**config.mk**
```make
export PLATFORM = sky130hd
export DESIGN_NAME = serial_addsub
export DESIGN_NICKNAME = d
export VERILOG_FILES = /design/src/rtl/serial_addsub_pkg.sv /design/src/rtl/serial_addsub_digit.sv /design/src/rtl/serial_addsub.sv
export SDC_FILE = /design/constraint.sdc
export NUM_CORES = 1
export LEC_CHECK = 0
export ABC_AREA = 1
export BUFFER_PORTS_ARGS = -buffer_cell sky130_fd_sc_hd__buf_2
export CORE_ASPECT_RATIO = 1.2
export CORE_MARGIN = 5
export CORE_UTILIZATION = 35
export CTS_CLUSTER_DIAMETER = 40
export DETAILED_ROUTE_END_ITERATION = 8
export HOLD_SLACK_MARGIN = 0.15
export PLACE_DENSITY_LB_ADDON = 0.1
export SYNTH_ARGS = -nofsm -noshare
export SYNTH_HDL_FRONTEND = slang
export SYNTH_SLANG_ARGS = --single-unit
```
**constraint.sdc**
```tcl
create_clock -name clk -period 4.2 [get_ports clk]
set_input_delay 0.21 -clock clk [delete_from_list [all_inputs] [get_ports clk]]
set_output_delay 0.21 -clock clk [all_outputs]
set_load 0.1 [all_outputs]
```
**src/rtl/serial_addsub_pkg.sv**
```systemverilog
// Shared types and constants for the serial adder/subtractor.
//   state_t  : control FSM states (IDLE, RUN, DONE)
//   MODE_ADD : mode encoding for a + b + cin
//   MODE_SUB : mode encoding for a - b - cin (cin acts as borrow-in)
package serial_addsub_pkg;

    typedef enum logic [1:0] {
        IDLE = 2'd0,
        RUN  = 2'd1,
        DONE = 2'd2
    } state_t;

    localparam logic MODE_ADD = 1'b0;
    localparam logic MODE_SUB = 1'b1;

endpackage

```
**src/rtl/serial_addsub_digit.sv**
```systemverilog
// Combinational DIGIT-bit ripple adder/subtractor slice.
//   a, b : operand digits
//   mode : MODE_ADD or MODE_SUB
//   ci   : carry-in (add) or borrow-in (sub) into bit 0
//   s    : sum / difference digit
//   co   : carry-out / borrow-out of the digit MSB
//   cm   : carry / borrow into the digit MSB (for signed overflow)
module addsub_digit
    import serial_addsub_pkg::*;
#(
    parameter int unsigned DIGIT = 4
) (
    input  logic [DIGIT-1:0] a,
    input  logic [DIGIT-1:0] b,
    input  logic             mode,
    input  logic             ci,
    output logic [DIGIT-1:0] s,
    output logic             co,
    output logic             cm
);

    // Ripple the carry/borrow through the digit one bit at a time.
    always_comb begin
        logic c;
        s  = '0;
        cm = ci;
        c  = ci;
        for (int i = 0; i < int'(DIGIT); i++) begin
            cm   = c;
            s[i] = a[i] ^ b[i] ^ c;
            if (mode == MODE_SUB) begin
                c = (~a[i] & c) | (~a[i] & b[i]) | (b[i] & c);
            end else begin
                c = (a[i] & b[i]) | (a[i] & c) | (b[i] & c);
            end
        end
        co = c;
    end

endmodule

```
**src/rtl/serial_addsub.sv**
```systemverilog
// Multi-cycle adder/subtractor: processes a WIDTH-bit operand pair DIGIT
// bits per clock, low digit first, with the carry/borrow held in a chain
// register between cycles. Valid/ready handshake on both sides.
//   clk, rst            : clock, synchronous active-high reset
//   in_valid, in_ready  : operand handshake (a, b, mode, cin)
//   out_valid, out_ready: result handshake (result, cout, ovf, zero)
//   result              : sum or difference modulo 2^WIDTH
//   cout                : carry-out (add) / borrow-out (sub) of the MSB
//   ovf                 : two's-complement signed overflow
//   zero                : result == 0
module serial_addsub
    import serial_addsub_pkg::*;
#(
    parameter int unsigned WIDTH = 16,
    parameter int unsigned DIGIT = 4
) (
    input  logic             clk,
    input  logic             rst,
    input  logic             in_valid,
    output logic             in_ready,
    input  logic [WIDTH-1:0] a,
    input  logic [WIDTH-1:0] b,
    input  logic             mode,
    input  logic             cin,
    output logic             out_valid,
    input  logic             out_ready,
    output logic [WIDTH-1:0] result,
    output logic             cout,
    output logic             ovf,
    output logic             zero
);

    localparam int unsigned N  = WIDTH / DIGIT;
    localparam int unsigned CW = (N > 1) ? $clog2(N) : 1;
    localparam int unsigned IW = $clog2(WIDTH) + 1;

    state_t           state, state_nxt;
    logic [CW-1:0]    cnt, cnt_nxt;
    logic [WIDTH-1:0] a_q, a_nxt;
    logic [WIDTH-1:0] b_q, b_nxt;
    logic             mode_q, mode_nxt;
    logic             chain, chain_nxt;
    logic [WIDTH-1:0] result_nxt;
    logic             cout_nxt, ovf_nxt, zero_nxt;
    logic             in_ready_nxt, out_valid_nxt;

    logic [IW-1:0]    base;
    logic [DIGIT-1:0] a_dig, b_dig, s_dig;
    logic             co_dig, cm_dig;
    logic [WIDTH-1:0] dmask;
    logic [WIDTH-1:0] res_run;
    logic             last;

    // Select the active digit and merge the new digit into the result.
    always_comb begin
        base    = IW'(cnt) * IW'(DIGIT);
        a_dig   = DIGIT'(a_q >> base);
        b_dig   = DIGIT'(b_q >> base);
        dmask   = WIDTH'({DIGIT{1'b1}}) << base;
        res_run = (result & ~dmask) | (WIDTH'(s_dig) << base);
        last    = (cnt == CW'(N - 1));
    end

    addsub_digit #(
        .DIGIT(DIGIT)
    ) u_digit (
        .a   (a_dig),
        .b   (b_dig),
        .mode(mode_q),
        .ci  (chain),
        .s   (s_dig),
        .co  (co_dig),
        .cm  (cm_dig)
    );

    // Next-state and datapath register updates.
    always_comb begin
        state_nxt  = state;
        cnt_nxt    = cnt;
        a_nxt      = a_q;
        b_nxt      = b_q;
        mode_nxt   = mode_q;
        chain_nxt  = chain;
        result_nxt = result;
        cout_nxt   = cout;
        ovf_nxt    = ovf;
        zero_nxt   = zero;

        case (state)
            IDLE: begin
                if (in_valid && in_ready) begin
                    a_nxt     = a;
                    b_nxt     = b;
                    mode_nxt  = mode;
                    chain_nxt = cin;
                    cnt_nxt   = '0;
                    state_nxt = RUN;
                end
            end
            RUN: begin
                result_nxt = res_run;
                chain_nxt  = co_dig;
                cnt_nxt    = cnt + CW'(1);
                if (last) begin
                    // Carry into MSB xor carry out of MSB equals the
                    // sign-based overflow rule for both add and sub.
                    cout_nxt  = co_dig;
                    ovf_nxt   = co_dig ^ cm_dig;
                    zero_nxt  = (res_run == '0);
                    cnt_nxt   = '0;
                    state_nxt = DONE;
                end
            end
            DONE: begin
                if (out_ready) begin
                    state_nxt = IDLE;
                end
            end
            default: state_nxt = IDLE;
        endcase

        in_ready_nxt  = (state_nxt == IDLE);
        out_valid_nxt = (state_nxt == DONE);
    end

    // State and datapath registers.
    always_ff @(posedge clk) begin
        if (rst) begin
            state     <= IDLE;
            cnt       <= '0;
            a_q       <= '0;
            b_q       <= '0;
            mode_q    <= 1'b0;
            chain     <= 1'b0;
            result    <= '0;
            cout      <= 1'b0;
            ovf       <= 1'b0;
            zero      <= 1'b0;
            in_ready  <= 1'b0;
            out_valid <= 1'b0;
        end else begin
            state     <= state_nxt;
            cnt       <= cnt_nxt;
            a_q       <= a_nxt;
            b_q       <= b_nxt;
            mode_q    <= mode_nxt;
            chain     <= chain_nxt;
            result    <= result_nxt;
            cout      <= cout_nxt;
            ovf       <= ovf_nxt;
            zero      <= zero_nxt;
            in_ready  <= in_ready_nxt;
            out_valid <= out_valid_nxt;
        end
    end

endmodule
```
==> flow_summary.yaml <==
outcome:
  status: "complete, no violations"
yosys:
  synthArstFlopShare_pct: 0
  ys_seq_elements: 59
  synth_mux_area_share_pct: 0.326
  synth_top_flop_cell: "dfxtp_1"
  synth-adder-area-share_pct: 4.89
  netlist_instances: 433
  synth_area_per_cell_um2: 7.09
  ys_top_cells_by_count: "nor2_1 (83), dfxtp_1 (59), o21ai_0 (58)"
  yosys.area.top_type_share_pct: 38.5
  synth_top_family_by_area: "simple AND/OR/NAND/NOR gates"
  synth_nets: 483
  ys_warn_count: 0
  netlist_area_mm2: 0.00307
  synth_compound_area_share_pct: 16.6
  synth-simple-area-share_pct: 29.1
  synth_top_cell_by_area: "dfxtp_1"
  yosysMostFrequentCell: "nor2_1"
  yosysSeqAreaShare_pct: 38.5
  synth.distinct_cells: 33
  synth_xor_area_share_pct: 0.571
  synth_area_leaders: "dfxtp_1 (38%), nor2_1 (10%), o21ai_0 (9.5%)"
  synth_edf_count: 0
run:
  drv_cap: 0
place:
  place_worst_setup_slack_ns: 1.71
  port_buffers: 58
  gp_congestion: 0.825
  dp_hpwl_um: 5560
  place_inst: 588
critical_path:
  crit_slowest_cell: "dfxtp_1"
  crit_chain: "buf_4 > nand2_1 > nand3_2 > nand2_2 > ha_1 > xnor2_1 > nand3_1 > o21ai_0 > nor4_1 > nand4_1 > nor2_1 > nand3_1 > nor2_1 > nor2_1 > nor2_1"
  worstSetupStartpoint: "cnt[0]"
  cp_max_fo: 31
  crit_cells: 15
  cp.buffers_inverters: 1
  endpoint_kind: "flip-flop"
  crit_path_end: "zero"
  reg2reg_from: "cnt[0]"
  crit_arrival_ns: 2.81
  worstPathRequired_ns: 4.47
  worst_path_largest_cell_delay_ns: 0.34
  reg2reg_slack_ns: 1.66
  reg2reg_depth: 15
  r2r_end: "zero"
  critPathLaunchType: "flip-flop"
  critPathTopFamily: "simple AND/OR/NAND/NOR gates"
  cpMostUsedCell: "nor2_1"
  crit_type: "flip-flop to flip-flop"
detailed_routing:
  ant_nets: 0
  vias: 2959
  wl_per_cell_um: 12.3
  avgViaCountPerCell: 4.66
  drc_errors: 0
  totalWireLength_um: 7810
  drt-initial-drc-count: 106
  drtPass1Iterations: 4
clocking:
  cts_made_buffers: 9
  cts.path.max_buffers: 2
  htree_levels: 3
  cts_tree: "yes"
  clk_pin_slew_worst_paths_ns: 0.06
  cts_root_buf: "clkbuf_8"
  cts_resized: 0
  clkLatencyLatePin_ns: 0.34
  clock_sinks: 59
timing:
  max_slew_margin_pct: 31.8
  max_freq_ghz: 0.393
  fin_crit_sh_pct: 60.5
  final.min_clock_period_ns: 2.54
  worstMarginPinSlew_ns: 1.02
  setup_violations: 0
  rsz0062_at_grt: "no"
  tns_ns: 0
  setup_ws_ns: 1.66
  finalMaxSlewViolations: 0
  hold_viol: 0
  fin_skew_ns: 0.0113
global_route:
  grt_pass1_vias: 2885
  grt_remaining_overflow: 0
  grt_pass1_wl_um: 13400
  antenna_found_initial: 0
  grt_start_max_net_pins: 39
  track_usage_pct: 15.7
power_and_ir_drop:
  ir_worst_vdd_v: 0.000145
  p_total_w: 0.00153
  p_per_area_mw_per_mm2: 390
  p_leak_nw: 1.82
floorplan:
  rows: 37
  start_util_pct: 35.8
  coreArea_mm2: 0.00856
  die_width_um: 95.5
  die-height_um: 113
  dieArea_mm2: 0.0107
  io_pins: 59
final_layout:
  final_cell_count_no_fill: 635
  nNetsFinal: 564
  drive_gt1_share_pct: 20.1
  antenna_cells: 0
  area.growth.synth_to_final_pct: 27.6
worst_hold_path:
  hold_class: "input port to flip-flop"
sequential cells by signal, summed over array words and instances (netlist names), 2 cells and up:
| register | cells |
|---|---|
| a_q | 16 |
| b_q | 16 |
| result | 16 |
| cnt | 2 |
| state | 2 |
cell type report:
type                    count  area (um^2)
flip-flops and latches     59         1180
multi-input cells         303         1580
clock inverters             2         35.0
inverters                  48          180
clock buffers              13          159
fillers                   922         4650
well taps                 117          146
repair buffers             93          633
kinds of logic (layout without fill, tap and decap cells):
| kind of cell | Yosys count | after routing |
|---|---|---|
| compound gates | 95 | 95 |
| xor+xnor | 2 | 2 |
| fa+ha+maj | 12 | 12 |
| buf+inv | 71 | 156 |
| flops | 59 | 59 |
| mux | 1 | 1 |
| simple gates | 193 | 193 |
report_power, final:
part / leakage (nW) / switching, W / internal (W)
Combinational: 1.24 / 0.000261 / 0.000129
Sequential: 0.482 / 0.0000230 / 0.000599
Clock: 0.0995 / 0.000214 / 0.000303
Total: 1.82 / 0.000498 / 0.00103
per-layer routing:
metal,vias to the layer above,track usage [%],part of all wire (%)
met1,1323,18.6,45
met3,15,2.82,4.5
li1,1567,-,-
met4,0,7.50,2.3
met2,54,27.0,48
met5,-,0,0
cells in the final DEF (no fill, tap or decap):
master / netlist / routed
buf_2: 4 / 58
nand2_2: 7 / 7
mux2i_1: 1 / 1
nand2_4: 4 / 4
dlygate4sd3_1: 0 / 32
dfxtp_1: 59 / 59
o211ai_2: 1 / 1
o21bai_1: 1 / 1
nand3_2: 8 / 8
xnor2_1: 2 / 2
o21ai_2: 2 / 2
o22ai_1: 3 / 3
a32oi_1: 1 / 1
ha_1: 12 / 12
a31oi_1: 2 / 2
o211ai_1: 2 / 2
clkinv_2: 0 / 1
nor2_1: 83 / 83
a21oi_1: 22 / 22
or2_2: 1 / 1
o21ai_0: 58 / 58
nor2_2: 2 / 2
nand2_1: 54 / 54
o21ai_1: 3 / 3
clkbuf_8: 1 / 11
nor4_1: 1 / 1
and2_4: 2 / 2
bufinv_16: 0 / 1
inv_2: 3 / 3
nand3_1: 19 / 19
nand4_1: 11 / 11
inv_1: 45 / 45
nor3_1: 1 / 1
buf_4: 1 / 3
clkbuf_1: 14 / 2
timing repair:
item | in CTS | in global routing
hold endpoints to repair | 32 | 0
hold buffers | 32 | 0
buffers inserted | 0 | 0
metrics by stage:
stage / hold slack [ns] / instance area [um^2] / utilization (%)
finish: 0.163 / 3920 / 45.7
global route: 0.187 / 3920 / 45.7
CTS: 0.160 / 3920 / 45.7
detailed placement: 0.455 / 3400 / 39.7
global placement: 0.457 / 3400 / 39.7
floorplan: 0.366 / 3070 / -
tightest hold or removal path: stages:
cell     delay (ns)
buf_2          0.08
o21ai_0        0.09
nor2_1         0.09
how the worst min path moves through the flow:
stage                           from  slack, ns         end  cells after the start
after global routing            a[0]       0.19      a_q[0]                      3
after detailed placement  result[14]       0.46  result[14]                      2
after global placement    result[15]       0.46  result[15]                      2
final                           a[0]       0.16      a_q[0]                      3
after floorplan                  rst       0.37   result[0]                      3
after CTS                       a[0]       0.16      a_q[0]                      3
Note: power is estimated with default switching activity, not from simulation.
